<file path="config.mk">
export PLATFORM = sky130hd
export DESIGN_NAME = scan_rx
export DESIGN_NICKNAME = d
export VERILOG_FILES = /design/src/rtl/scan_rx.sv
export SDC_FILE = /design/constraint.sdc
export NUM_CORES = 1
export LEC_CHECK = 0
export BUFFER_PORTS_ARGS = -buffer_cell sky130_fd_sc_hd__buf_2
export CAP_MARGIN = 20
export CORE_ASPECT_RATIO = 1.4
export CORE_UTILIZATION = 55
export CTS_BUF_LIST = sky130_fd_sc_hd__clkbuf_4 sky130_fd_sc_hd__clkbuf_8 sky130_fd_sc_hd__clkbuf_16
export DETAILED_ROUTE_END_ITERATION = 8
export GPL_ROUTABILITY_DRIVEN = 0
export PLACE_DENSITY = 0.88
export RECOVER_POWER = 25
export SLEW_MARGIN = 40
export SYNTH_ARGS = -nofsm -noshare
export SYNTH_HDL_FRONTEND = slang
export SYNTH_SLANG_ARGS = --single-unit
</file>
<file path="constraint.sdc">
create_clock -name clk -period 3.5 [get_ports clk]
set_clock_uncertainty 0.1 [all_clocks]
set_input_delay 0.525 -clock clk [delete_from_list [all_inputs] [get_ports clk]]
set_output_delay 0.525 -clock clk [all_outputs]
set_load 0.02 [all_outputs]
</file>
<file path="src/rtl/scan_rx.sv">
// scan_rx: collects a raw byte, raw word or ASCII-hex number from the UART stream.
// Optional inter-byte timeout: define SCAN_TIMEOUT_EN.
module scan_rx #(
  parameter int DW      = 32,
  parameter int TIMEOUT = 1_000_000
) (
  input  logic          clk,
  input  logic          rstn,
  input  logic [7:0]    d_rx,
  input  logic          vld_rx,
  output logic          rdy_rx,
  input  logic          req_rx,
  input  logic [1:0]    mode_rx,
  output logic          ack_rx,
  output logic          flag_rx,
  output logic          err_rx,
  output logic [DW-1:0] din_rx
);

  typedef enum logic [1:0] {IDLE, RECV, DONE} st_t;

  st_t           st, st_n;
  logic [1:0]    mode;
  logic [DW-1:0] acc, acc_n, din_n;
  logic          dig, dig_n;
  logic [3:0]    bcnt, bcnt_n;
  logic          wr, flag_n, err_n;
  logic          xfer, expire;
  logic          is_dig;
  logic [3:0]    nib;

  assign rdy_rx = (st == RECV);
  assign ack_rx = (st == DONE);
  assign xfer   = vld_rx && rdy_rx;

  // ASCII hex digit to nibble
  always_comb begin
    is_dig = 1'b1;
    nib    = 4'h0;
    if (d_rx >= 8'h30 && d_rx <= 8'h39)
      nib = d_rx[3:0];
    else if ((d_rx >= 8'h61 && d_rx <= 8'h66) ||
             (d_rx >= 8'h41 && d_rx <= 8'h46))
      nib = d_rx[3:0] + 4'd9;
    else
      is_dig = 1'b0;
  end

`ifdef SCAN_TIMEOUT_EN
  logic [31:0] tcnt;
  logic        tact;

  // counter only runs once a byte has arrived; a transfer wins over expiry
  assign expire = tact && !xfer && (tcnt == 32'(TIMEOUT - 2));

  // cycles elapsed since the last accepted byte
  always_ff @(posedge clk or negedge rstn) begin
    if (!rstn) begin
      tcnt <= '0;
      tact <= 1'b0;
    end else if (st != RECV) begin
      tcnt <= '0;
      tact <= 1'b0;
    end else if (xfer) begin
      tcnt <= '0;
      tact <= 1'b1;
    end else if (tact) begin
      tcnt <= tcnt + 32'd1;
    end
  end
`else
  assign expire = 1'b0;
`endif

  // state register
  always_ff @(posedge clk or negedge rstn) begin
    if (!rstn) st <= IDLE;
    else       st <= st_n;
  end

  // next state, accumulator update and result selection
  always_comb begin
    st_n   = st;
    acc_n  = acc;
    dig_n  = dig;
    bcnt_n = bcnt;
    wr     = 1'b0;
    din_n  = acc;
    flag_n = 1'b0;
    err_n  = 1'b0;
    case (st)
      IDLE: begin
        if (req_rx) begin
          st_n   = RECV;
          acc_n  = '0;
          dig_n  = 1'b0;
          bcnt_n = '0;
        end
      end
      RECV: begin
        if (xfer) begin
          if (mode == 2'b00) begin
            din_n = DW'(d_rx);
            wr    = 1'b1;
            st_n  = DONE;
          end else if (mode == 2'b01) begin
            acc_n  = (acc << 8) | DW'(d_rx);
            bcnt_n = bcnt + 4'd1;
            if (bcnt == 4'(DW/8 - 1)) begin
              din_n = acc_n;
              wr    = 1'b1;
              st_n  = DONE;
            end
          end else if (d_rx == 8'h0A) begin
            acc_n = acc;
          end else if (d_rx == 8'h20 && !dig) begin
            acc_n = acc;
          end else if (is_dig) begin
            acc_n = (acc << 4) | DW'(nib);
            dig_n = 1'b1;
          end else if (d_rx == 8'h20 || d_rx == 8'h0D) begin
            din_n  = dig ? acc : '0;
            flag_n = !dig;
            wr     = 1'b1;
            st_n   = DONE;
          end else begin
            err_n = 1'b1;
            wr    = 1'b1;
            st_n  = DONE;
          end
        end else if (expire) begin
          err_n = 1'b1;
          wr    = 1'b1;
          st_n  = DONE;
        end
      end
      DONE:    st_n = IDLE;
      default: st_n = IDLE;
    endcase
  end

  // working registers and mode latch
  always_ff @(posedge clk or negedge rstn) begin
    if (!rstn) begin
      acc  <= '0;
      dig  <= 1'b0;
      bcnt <= '0;
      mode <= 2'b00;
    end else begin
      acc  <= acc_n;
      dig  <= dig_n;
      bcnt <= bcnt_n;
      if (st == IDLE && req_rx) mode <= mode_rx;
    end
  end

  // result registers: hold until written or cleared by a new request
  always_ff @(posedge clk or negedge rstn) begin
    if (!rstn) begin
      din_rx  <= '0;
      flag_rx <= 1'b0;
      err_rx  <= 1'b0;
    end else if (wr) begin
      din_rx  <= din_n;
      flag_rx <= flag_n;
      err_rx  <= err_n;
    end else if (st == IDLE && req_rx) begin
      flag_rx <= 1'b0;
      err_rx  <= 1'b0;
    end
  end

endmodule

</file>
; Word-level counts from Yosys, hierarchy flattened
; Index checks and enable logic that the tools add are counted.
[totals]
register_bits = 75
inputBits = 14
out_inout_bits = 36
elab_cells = 128
[op_classes]
addsub = 2
order_cmp = 6
eq_ne = 22
n_mux = 71
bitwise_logic = 2
reduce_logical = 17
[ops]
columns = cell, n
row1 = two-way mux 32 bit, 17
row2 = one-hot mux 32 bit (2 select lines), 1
row3 = two-way mux 1 bit, 36
row4 = OR 32 x 4 -> 32 bit, 1
row5 = OR 32 x 8 -> 32 bit, 1
row6 = two-way mux 4 bit, 6
row7 = "equality test 8 x 4 -> 1 bit, second input constant", 2
row8 = ">= comparator 8 x 7 -> 1 bit, second input constant", 2
row9 = "less-or-equal comparator 8 x 7 -> 1 bit, second input constant", 2
row10 = two-way mux 2 bit, 8
row11 = "!= test 2 bit, second input constant", 5
row12 = "equality test 8 x 6 -> 1 bit, second input constant", 1
row13 = ">= comparator 8 x 6 -> 1 bit, second input constant", 1
row14 = "less-or-equal comparator 8 x 6 -> 1 bit, second input constant", 1
row15 = "!= test 4 bit, second input constant", 2
row16 = one-hot mux 4 bit (2 select lines), 1
row17 = AND reduction 8 bit, 1
row18 = AND reduction 7 bit, 1
row19 = logical AND 1 bit, 6
row20 = "!= test 2 x 1 -> 1 bit, second input constant", 3
row21 = "!= test 3 bit, second input constant", 2
row22 = AND reduction 6 bit, 1
row23 = AND reduction 5 bit, 1
row24 = "adder 4 x 1 -> 4 bit, second input constant", 1
row25 = other kinds (13), 17

; Depth between registers and ports, before layout
; Gate-level depths: netlist of run 1.
[logic_depth]
depth_word = 13
depth_mapped = 10
depth_no_buf = 8

; Least setup slack after synthesis of run 1
; OpenSTA, ideal clock, no wires.
[synth_timing]
path_kind = input to register
from = in d_rx[0]
to = reg din_rx[0]
arrival_time_ps = 2556
required_ps = 3275
path_slack_ps = 719
stages = 10
n_path_buf = 2
path_cell_list = inv_1 > ha_1 > inv_1 > o311ai_0 > a41oi_2 > nand2b_1 > buf_6 > inv_6 > buf_12 > mux2_4
[synth_via]
elab_chain_cells = 12
[synth_lines]
columns = item, line_no
row1 = start: declaration, 9  ; input logic [7:0] d_rx,
row2 = ">= comparator 8 x 7 -> 1 bit, or another cell as far along", 42  ; else if ((d_rx >= 8'h61 && d_rx <= 8'h66) ||
row3 = logical AND 1 bit (on tied branches), "42, 43"
row4 = logical OR 1 bit, 42
row5 = two-way mux 1 bit, 42
row6 = two-way mux 1 bit, 40  ; if (d_rx >= 8'h30 && d_rx <= 8'h39)
row7 = two-way mux 32 bit / two-way mux 1 bit (equally long branches), 118  ; end else if (is_dig) begin
row8 = two-way mux 32 bit / two-way mux 1 bit (equally long branches), 116  ; end else if (d_rx == 8'h20 && !dig) begin
row9 = two-way mux 32 bit / two-way mux 1 bit (equally long branches), 114  ; end else if (d_rx == 8'h0A) begin
row10 = two-way mux 32 bit / two-way mux 1 bit (equally long branches), 106  ; end else if (mode == 2'b01) begin
row11 = two-way mux 32 bit / two-way mux 1 bit (equally long branches), 102  ; if (mode == 2'b00) begin
row12 = two-way mux 32 bit / two-way mux 1 bit (equally long branches), 101  ; if (xfer) begin
row13 = two-way mux 32 bit / two-way mux 1 bit (equally long branches), 91  ; case (st)
row14 = end signal: assignment, 164  ; din_rx <= din_n;
row15 = end: declaration, 17  ; output logic [DW-1:0] din_rx
; Several ways; a longest one is shown, not always the timed one.
; A chain may end at the register's enable or synchronous reset.

; Worst setup path in the final report of run 1
[layout_timing]
from = reg bcnt[0]
to = reg din_rx[28]
[layout_via]
elab_chain_cells = 6
[layout_lines]
columns = item, line_no
row1 = start: declaration, 26  ; logic [3:0] bcnt, bcnt_n;
row2 = start signal: assignment, 152  ; bcnt <= bcnt_n;
row3 = equality test 4 x 2 -> 1 bit *, 109  ; if (bcnt == 4'(DW/8 - 1)) begin
row4 = two-way mux 32 bit / two-way mux 1 bit (equally long branches), 109
row5 = two-way mux 32 bit / two-way mux 1 bit (equally long branches), 106
row6 = two-way mux 32 bit / two-way mux 1 bit (equally long branches), 102
row7 = two-way mux 32 bit / two-way mux 1 bit (equally long branches), 101
row8 = two-way mux 32 bit / two-way mux 1 bit (equally long branches), 91
; Mark *: on every way between the ends. The rest lies on a longest branch, timed or not.

==> impl_results.md, run 1 <==
- Syn Inst Count: 340
- RR Startpoint: bcnt[0]
- Vias in the first global route: 3,005
- Setup TNS Final: 0 ns
- Commonest non-fill, non-tap cell in the layout: dfrtp_1
- Leakage power: roughly 2.0 nW
- Initial Utilization: 58.0%
- TritonCTS clock tree: built
- Inserted Diodes: 0
- IO Count: 50
- Setup crit start kind: flop
- Share of cells above drive strength 1: 16.8%
- Synth top area cells: dfrtp_1, mux2i_1, o2bb2ai_1
- Syn_nets: 359
- Clock share of power: 27.3%
- DR WL/cell: approximately 20 µm
- GR Overflow Total: 0
- Final Non-Filler Cells: 484
- Worst r2r path cells: 7
- Worst hold stages: 3
- Rel. slew slack: 43.6%
- Mux cell area share after synthesis: 17.9%
- Most frequent cells in the layout: dfrtp_1, mux2i_1, o2bb2ai_1
- Largest net degree at the start of global routing: just over 60
- Post-synth EDFFs: 0
- Net Sw Power: 1.17 mW
- Via density: 6.26
- Largest area contributor in the netlist: dfrtp_1
- Prevailing post-synth register cell: dfrtp_1
- Clock Latency Late Sink: 0.36 ns
- Post-synthesis compound-gate area fraction: 20.4%
- Clock sinks: 75
- Xor and xnor fraction of the mapped netlist area: 0.677%
- Crit Path Max Fanout: 19
- Switching Fraction: 38.7%
- Antenna violations before repair: 0
- Reg power frac: between 30% and 40%
- R2r setup slk: 0.65 ns
- HP Class: primary input to flop
- Core ar.: 0.00670 mm²
- Clock slew seen by the registers of the worst setup and hold paths: 0.08 ns
- Fillers: just over 500
- Post-DRT Antenna Nets: 0
- Worst r2r dst: din_rx[28]
- Final setup violation count: 0
- Fraction of the yosys area taken by sequential cells: 48.3%
- Max VDD drop: 0.316 mV
- Outcome: finished clean
- Min Tclk post-route: 2.85 ns
- Setup crit end kind: flop
- Critical path arrival: 2.99 ns
- Logic pwr share: between 30% and 40%
- Area Growth Syn to Fin: 14.1%
- RSZ-0062 raised after global routing: no
- Overall power: around 3 mW
- Final Routed Wirelength: around 9.6 mm
- Post-DP HPWL: 6.27 mm
- Drt drc: 0
- Design area: 0.00443 mm²
- Syn Area/Cell: around 11 µm²
- Nets@finish: 406
- Measured slew at the worst slew-check pin: 0.846 ns
- FP Rows: 35
- Overall routing resource usage: 27.6%
- Area after DPL: 0.00421 mm²
- Mapped Area: slightly below 0.004 mm²
- CP Class: flop to flop
- Placed cells: 467
- Num CTS Buffers: 9
- Drt initial violations: 202
- Die X: about 73 µm
- Fin crit share: about four fifths
- Main combinational cell family by area after synthesis: compound AO/OA/AOI/OAI gates
- Crit path to: din_rx[28]
- Die area: 0.00741 mm²
- CTS Buffer Depth: 2
- CTS root buffer: clkbuf_8
- First-pass GRT wire length: 15.2 mm
- CP startpoint: bcnt[0]
- Total setup buffers inserted after CTS: 0
- Via Count: 3,030
- Synth Warn #: 0
- Slew Limit Fails: 0
- Count of state elements after synthesis: 75
- Count of TritonRoute iterations in the first routing pass: 5
- Number of port buffers: 49
- Die Y: ~100 µm
- Simple-Gate Fraction of Synth Area: 7.28%
- Max H-tree Level: 3
- P_int: 1.86 mW
- Critical Path RT: ~3.6 ns
- Max Clk Rate: 0.351 GHz
- Maximum capacitance violations: 0
- Adder-Cell Fraction of Synth Area: 1.61%
- Cell Pwr Density: just under 700 mW/mm²
- Hold Fails Final Rpt: 0
- Synth top area share: 48.3%
- Synth unique cells: 46
- Async SR Flop Fraction: 100%
[worst min path at each step]
stage	from	to	slack [ns]
finish	mode_rx[0]	mode[0]	0.26
floorplan	rstn	acc[0]	0.13
detailed placement	rstn	din_rx[15]	0.35
global route	mode_rx[0]	mode[0]	0.27
global placement	rstn	din_rx[16]	0.33
CTS	mode_rx[0]	mode[0]	0.25
[power groups by stage]
| stage | clock network (mW) | logic, mW | registers [mW] |
|---|---|---|---|
| global route | 0.868 | 1.14 | 1.15 |
| global placement | 0 | 1.03 | 1.13 |
| CTS | 0.829 | 1.07 | 1.13 |
| finish | 0.829 | 1.07 | 1.14 |
| floorplan | 0 | 0.761 | 1.15 |
| detailed placement | 0 | 1.05 | 1.14 |
[logic make-up after synthesis]
group | count (synthesis)
AO/OA/AOI/OAI | 105
flip-flops | 75
multiplexers | 65
AND/OR/NAND/NOR | 56
buffers and inverters | 31
adder cells (fa/ha/maj) | 5
XOR/XNOR | 3
[critical path: stages (launching register included)]
cell      delay, ns
dfrtp_1        0.42
ha_1           0.23
or3b_2         0.51
a21oi_1        0.54
a41oi_2        0.08
nand2b_1       0.26
inv_6          0.21
mux2_2         0.37
[repair_timing]
action,4_1_cts,5_1_grt
gates resized for setup,0,0
hold endpoints to repair,14,0
hold buffers,1,0
[registers in the layout, summed over array words and instances, names as in the netlist]
name     count
dig          1
din_rx      32
flag_rx      1
st           2
err_rx       1
mode         2
bcnt         4
acc         32
[stage by stage]
stage / hold slack, ns / setup WS [ns] / utilization, %
after floorplan: 0.129 / 0.719 / -
after global placement: 0.332 / 0.735 / 62.8
after detailed placement: 0.347 / 0.642 / 62.8
after CTS: 0.253 / 0.675 / 66.6
after global routing: 0.266 / 0.571 / 66.1
final: 0.256 / 0.650 / 66.1
[metal layers]
metal / global-route usage [%] / vias up / wire length [µm]
met1: 33.1 / 1498 / 3760
met3: 5.17 / 31 / 458
met5: 0 / - / 0
met4: 15.2 / 0 / 427
met2: 46.4 / 131 / 4940
li1: - / 1370 / -
[Yosys cell counts (all sizes together), types with 7 or more instances]
cell type and n:
o2bb2ai 32, nand2 22, dfrtp 75, o31ai 16, mux2 16, o21ai 26, inv 9, mux2i 49
a22o 12, nand3 7, nor2 8, clkbuf 15, buf 7
[cell type report]
cell class | count | area, µm² | area share, %
clock buffers | 10 | 131 | 2.97
flip-flops and latches | 75 | 1880 | 42.4
clock inverters | 6 | 114 | 2.57
repair buffers | 58 | 280 | 6.33
well taps | 92 | 115 | 2.60
inverters | 9 | 38.8 | 0.875
multi-input cells | 234 | 1870 | 42.3
No activity file was read; power rests on OpenSTA's default activity.
==> inputs of run 2 (changes only) <==
--- a/config.mk
+++ b/config.mk
@@ -5,6 +5,7 @@
 export SDC_FILE = /design/constraint.sdc
 export NUM_CORES = 1
 export LEC_CHECK = 0
+export ABC_AREA = 1
 export BUFFER_PORTS_ARGS = -buffer_cell sky130_fd_sc_hd__buf_2
 export CAP_MARGIN = 20
 export CORE_ASPECT_RATIO = 1.4
==> constraint.sdc (replaced) <==
create_clock -name clk -period 2.63 [get_ports clk]
set_clock_uncertainty 0.1 [all_clocks]
set_input_delay 0.3945 -clock clk [delete_from_list [all_inputs] [get_ports clk]]
set_output_delay 0.3945 -clock clk [all_outputs]
set_load 0.02 [all_outputs]
==> run 2 against run 1 <==
Hold slack worse by 0.11 ns. Final area grew 7.7%. Critical path depth up 3. Register-to-register slack got worse by 0.18 ns. Wire length grew 13%. Critical endpoint is now din_rx[27]. Global-route usage up 1.1 points. Sequential cell count stayed put. Utilization shrank 2.1 points.
==> impl_results.md, run 2 <==
- Crit Path Max Fanout: 19
- Synth unique cells: 33
- Largest area contributor in the netlist: dfrtp_1
- Overall routing resource usage: 28.7%
- Die area: 0.00816 mm²
- Reg area: 0.00188 mm²
- CP Depth: 10
- Post-DP HPWL: 7.68 mm
- Count of state elements after synthesis: 75
- Post-DRT Antenna Nets: 0
- Vias in the first global route: 3,953
- Drt drc: 0
- Final Hold Slack: 0.144 ns
- Syn Area/Cell: just under 8 µm²
- Min Tclk post-route: ~2.2 ns
- Num CTS Buffers: 9
- Setup crit start kind: flop
- Leakage power: 2.25 nW
- Hold Fails Final Rpt: 0
- Most common cell in the netlist: nand2_1
- Max stage delay cell, worst path: dfrtp_1
- DR WL/cell: ~15 µm
- Via Count: between 4k and 5k
- Syn_nets: 574
- Nets@finish: 623
- Net Sw Power: between 2 and 2.5 mW
- Max Clk Rate: between 0.4 and 0.5 GHz
- Setup TNS Final: 0 ns
- Critical Path RT: 2.83 ns
- GR Overflow Total: 0
- Outcome: finished clean
- Max H-tree Level: 3
- Area of the multi-input gates: 0.00204 mm²
- Count of TritonRoute iterations in the first routing pass: 6
- IO Count: 50
- Fin crit share: between 80% and 90%
- Initial Utilization: a little under three fifths
- Core ar.: about 0.0075 mm²
- Setup WS pre-CTS: 0.399 ns
- Clock sinks: 75
- Via density: between 5 and 6
- HP Class: primary input to flop
- Switching Fraction: 46.3%
- Max VDD drop: around 0.48 mV
- Measured slew at the worst slew-check pin: 0.681 ns
- Most frequent cells in the layout: nand2_1, dfrtp_1, o21ai_0
- Die X: 76.6 µm
- Share of cells above drive strength 1: 14.9%
- Final WS setup: 0.472 ns
- Die Y: approximately 110 µm
- Cell Pwr Density: 927 mW/mm²
- CTS root buffer: clkbuf_8
- Clock Latency Late Sink: 0.36 ns
- Synth top area cells: dfrtp_1, nand2_1, o21ai_0
- Slowest cell delay on critical path: 0.39 ns
- Clock share of power: 20.7%
- Rel. slew slack: 54.6%
- # resized after CTS: 0
- Critical path arrival: 2.36 ns
- TritonCTS clock tree: built
- Final Non-Filler Cells: 706
- Placed cells: 689
- Number of port buffers: 49
- Slew Limit Fails: 0
- Antenna violations before repair: 0
- Synth top area share: a little over two fifths
- Fraction of the yosys area taken by sequential cells: 43.8%
- Syn Inst Count: around 560
- Setup crit end kind: flop
- Fillers: 625
- RSZ-0062 raised after global routing: no
- Final Routed Wirelength: 10.9 mm
- First-pass GRT wire length: 18.3 mm
- Logic pwr share: 43.9%
- Post-synth EDFFs: 0
- Post-synth top cells: nand2_1, dfrtp_1, o21ai_0
- Mapped Area: 0.00429 mm²
- CTS Buffer Depth: 2
- Drt initial violations: 516
- Commonest non-fill, non-tap cell in the layout: nand2_1
- Maximum capacitance violations: 0
- CP Class: flop to flop
- Total setup buffers inserted after CTS: 0
- Overall power: 4.42 mW
- Worst path cell trace: inv_1, nor2_4, buf_4, nand2_2, inv_2, nor2_8, inv_1, nor2_8, nand3_1, nand2_1
- Prevailing post-synth register cell: dfrtp_1
- P_int: between 2 and 2.5 mW
- Crit path max-delay family: simple AND/OR/NAND/NOR gates
- Worst hold stages: 3
- Final setup violation count: 0
- Async SR Flop Fraction: 100%
- Area Growth Syn to Fin: 11.2%
- Largest regs: acc: 32 flops, din_rx: 32 flops, bcnt: 4 flops
- Critical path buffers and inverters: 4
- FP Rows: 37
- Inserted Diodes: 0
- Worst r2r path cells: 10
- Reg power frac: a little over a third
- Synth Warn #: 0
- Largest net degree at the start of global routing: 36
- Clock slew seen by the registers of the worst setup and hold paths: 0.08 ns
-- run 2: cell count changes in the layout (fill, tap and decap cells not counted), moves of 27 or more --
cell,change
inv_1,+42
mux2i_1,-49
o21ai_0,+27
nand2_1,+140
nand3_1,+27
o2bb2ai_1,-32
nor2_1,+27
-- run 2: kinds of logic after synthesis --
logic type	Yosys count	share of synthesized area, %
fa+ha+maj	5	1.46
flops	75	43.8
compound gates	121	15.9
simple gates	273	30.1
buf+inv	81	8.72
-- run 2: worst reg2reg max path, delay by kind of cell, from the launching register on --
kind	cells	cell delay (ns)
AND/OR/NAND/NOR	6	1.03
buffers and inverters	4	0.57
flip-flops	1	0.39
-- run 2: stage by stage --
stage	cell area (µm²)	utilization (%)
floorplan	4290	-
global placement	4580	61.5
detailed placement	4580	61.5
CTS	4790	64.3
global route	4770	64.0
finish	4770	64.0
-- run 2: what timing repair did --
item,CTS,global route
endpoints found under the setup margin,0,0
hold endpoints to repair,26,0
hold buffers,1,0
-- run 2: final cells by class --
cell class,instances,area share [%]
clock buffers,10,2.75
clock inverters,6,1.39
flip-flops and latches,75,39.3
repair buffers,62,6.77
well taps,97,2.54
inverters,57,4.49
multi-input cells,399,42.7
-- run 2: power groups by stage --
stage | clock, mW | combinational [mW] | sequential, mW
floorplan | 0 | 1.27 | 1.70
global placement | 0 | 1.87 | 1.57
detailed placement | 0 | 1.91 | 1.58
CTS | 0.919 | 1.93 | 1.56
global route | 0.960 | 2.15 | 1.59
finish | 0.914 | 1.94 | 1.57
-- run 2: routing by layer --
metal / global-route usage (%) / vias to the layer above / part of all wire, %
met5: 0 / - / 0
li1: - / 1926 / -
met3: 5.58 / 54 / 7.4
met2: 49.9 / 222 / 50
met4: 15.0 / 0 / 4.5
met1: 33.3 / 1876 / 38
-- run 2: final timing paths --
| kind | slack [ns] | endpoint | start |
|---|---|---|---|
| worst min register to register | 0.38 | din_rx[13] | din_rx[13] |
| worst min-delay path | 0.14 | mode[0] | mode_rx[0] |
| max in group asynchronous | 1.09 | acc[8] | rstn |
| worst max-delay path | 0.47 | din_rx[27] | mode[0] |
| min in group asynchronous | 0.50 | din_rx[25] | rstn |
| worst max register to register | 0.47 | din_rx[27] | mode[0] |
==> inputs of run 3 (changes only) <==
--- a/config.mk
+++ b/config.mk
@@ -5,7 +5,7 @@
 export SDC_FILE = /design/constraint.sdc
 export NUM_CORES = 1
 export LEC_CHECK = 0
-export ABC_AREA = 1
+export ABC_AREA = 0
 export BUFFER_PORTS_ARGS = -buffer_cell sky130_fd_sc_hd__buf_2
 export CAP_MARGIN = 20
 export CORE_ASPECT_RATIO = 1.4
==> constraint.sdc (replaced) <==
create_clock -name clk -period 2.1 [get_ports clk]
set_clock_uncertainty 0.1 [all_clocks]
set_input_delay 0.315 -clock clk [delete_from_list [all_inputs] [get_ports clk]]
set_output_delay 0.315 -clock clk [all_outputs]
set_load 0.02 [all_outputs]
==> run 3 against run 2 <==
The flow now finishes with violations (setup timing). Count of clock-buffer cells in the layout up 2. Final area up 4.9%. Utilization up 11 points. Combinational power up 20%. Worst setup slack worse by 0.61 ns. Die area down 9.2%. Highest routed layer unchanged. Non-clock buffer count up 34. Final cell count down 26%. Hold slack worse by 0.090 ns. Critical path depth down 3. Total power up 27%. Sequential share of layout area down 1.8 points.
==> impl_results.md, run 3 (synthesized netlist as in run 1, its figures left out) <==
- Outcome: finished, violations left
- Failing checks: setup timing
- Num CTS Buffers: 9
- RR Startpoint: bcnt[0]
- Via Count: 3,353
- FP Rows: 35
- Worst r2r path cells: 7
- CTS Buffer Depth: 2
- RSZ-0062 raised after global routing: yes
- Max Clk Rate: 0.448 GHz
- Antenna violations before repair: 0
- Final Non-Filler Cells: 524
- Initial Utilization: 58.0%
- Final Routed Wirelength: 11.3 mm
- Number of port buffers: 49
- CTS root buffer: clkbuf_8
- Share of cells above drive strength 1: around 37%
- Clock share of power: between 20% and 30%
- Inserted Diodes: 0
- Fin crit share: 106%
- Max VDD drop: 0.578 mV
- Count of TritonRoute iterations in the first routing pass: 5
- Clock sinks: 75
- CP Class: flop to flop
- Setup crit start kind: flop
- Core ar.: 0.00670 mm²
- Max H-tree Level: 3
- P_int: 3.46 mW
- Critical Path RT: ~2.3 ns
- Hold wc startpoint: mode_rx[0]
- Rel. slew slack: 32.4%
- Area Growth Syn to Fin: 28.8%
- Clock slew seen by the registers of the worst setup and hold paths: 0.08 ns
- Worst r2r dst: din_rx[24]
- Clock Latency Late Sink: ~0.36 ns
- First-pass GRT wire length: 17.1 mm
- Critical path arrival: 2.40 ns
- Max layer used: met4
- Reg area: 0.00188 mm²
- Drt initial violations: 335
- Reg power frac: 33.1%
- Worst hold stages: 3
- Vias in the first global route: 3,382
- Area of the multi-input gates: around 0.002 mm²
- Logic pwr share: 41.2%
- Die area: 0.00741 mm²
- Leakage power: 2.43 nW
- R2r setup slk: -0.13 ns
- Largest net degree at the start of global routing: 76
- Die X: 73.0 µm
- Setup crit end kind: flop
- Hold Path End: mode[0]
- Placed cells: 503
- Hold Fails Final Rpt: 0
- Final WS setup: -0.134 ns
- Net Sw Power: between 2 and 2.5 mW
- Largest regs: acc: 32 flops, din_rx: 32 flops, bcnt: 4 flops
- Min Tclk post-route: 2.23 ns
- HP Class: primary input to flop
- Measured slew at the worst slew-check pin: slightly above 1 ns
- Drt drc: 0
- GR Overflow Total: 0
- Via density: between 6 and 7
- Cell Pwr Density: 1120 mW/mm²
- Nets@finish: roughly 450
- Commonest non-fill, non-tap cell in the layout: dfrtp_1
- Setup WS pre-CTS: -0.345 ns
- Post-DP HPWL: slightly below 7 mm
- Routed length on met3: 606 µm
- Maximum capacitance violations: 0
- Overall routing resource usage: 31.4%
- Post-DRT Antenna Nets: 0
- Fillers: 421
- Metal-1 WL: approximately 4.3 mm
- Core Util, Final: 74.6%
- DR WL/cell: 21.6 µm
- Die Y: 101 µm
- Final setup violation count: 34
- Slew Limit Fails: 0
- TritonCTS clock tree: built
- Switching Fraction: 38.3%
- Crit Path Max Fanout: 16
- Most frequent cells in the layout: dfrtp_1, mux2i_1, buf_2
- Routed wl met2: roughly 6 mm
- IO Count: 50
[run 3: changes by cell type in the layout (fill, tap and decap cells not counted), moves of 27 or more]
cell | previous run | this run
o21ai_0 | 53 | 26
nand3_1 | 34 | 7
nor2_1 | 35 | 8
inv_1 | 50 | 8
mux2i_1 | 0 | 49
buf_4 | 12 | 41
nand2_1 | 162 | 22
o2bb2ai_1 | 0 | 32
[run 3: worst max path at each step]
stage	start	to	cells after the start
floorplan	d_rx[7]	din_rx[0]	8
global placement	d_rx[7]	din_rx[29]	7
detailed placement	d_rx[7]	din_rx[1]	7
CTS	bcnt[0]	din_rx[1]	7
global route	d_rx[7]	din_rx[2]	7
finish	bcnt[0]	din_rx[24]	7
[run 3: stage by stage]
step / setup TNS (ns) / area [µm²] / hold WS [ns] / power [mW]
floorplan: -6.50 / 3930 / -0.0806 / 3.25
global placement: -17.74 / 4580 / 0.275 / 3.86
detailed placement: -20.05 / 4580 / 0.278 / 3.95
CTS: -3.66 / 4920 / 0.0515 / 5.46
global route: -5.34 / 5000 / 0.0633 / 5.82
finish: -3.69 / 5000 / 0.0537 / 5.62
[run 3: what timing repair did]
action | CTS | global route
endpoints found under the setup margin | 35 | 58
hold buffers | 1 | 0
pin swaps | 3 | 1
resized for setup | 15 | 18
setup buffers | 2 | 0
cloned | 2 | 0
endpoints found under the hold margin | 75 | 0
[run 3: final cells by class]
class | instances | share of cell area (%)
Multi-Input combinational cell | 234 | 40.8
Sequential cell | 75 | 37.5
Timing Repair Buffer | 96 | 13.0
Clock buffer | 12 | 3.30
Tap cell | 92 | 2.30
Clock inverter | 4 | 1.90
Inverter | 9 | 0.826
Timing Repair inverter | 2 | 0.350
[run 3: power groups by stage]
stage	logic (mW)	clock network (mW)	registers (mW)
after floorplan	1.31	0	1.93
after global placement	2.01	0	1.85
after detailed placement	2.08	0	1.87
after CTS	2.18	1.44	1.84
after global routing	2.45	1.49	1.88
final	2.32	1.44	1.86
[run 3: layer usage]
metal,up-vias,global-route usage [%]
met5,-,0
met4,0,17.6
met3,47,7.06
met1,1678,36.4
li1,1456,-
met2,172,53.1
[run 3: worst max-delay path, cell delays in order, from the launching register on]
cell and delay [ns]:
dfrtp_1 0.36, ha_2 0.18, or3b_4 0.42, a32oi_2 0.21, a41oi_4 0.13, nand2b_4 0.26
buf_12 0.20, o31ai_2 0.26
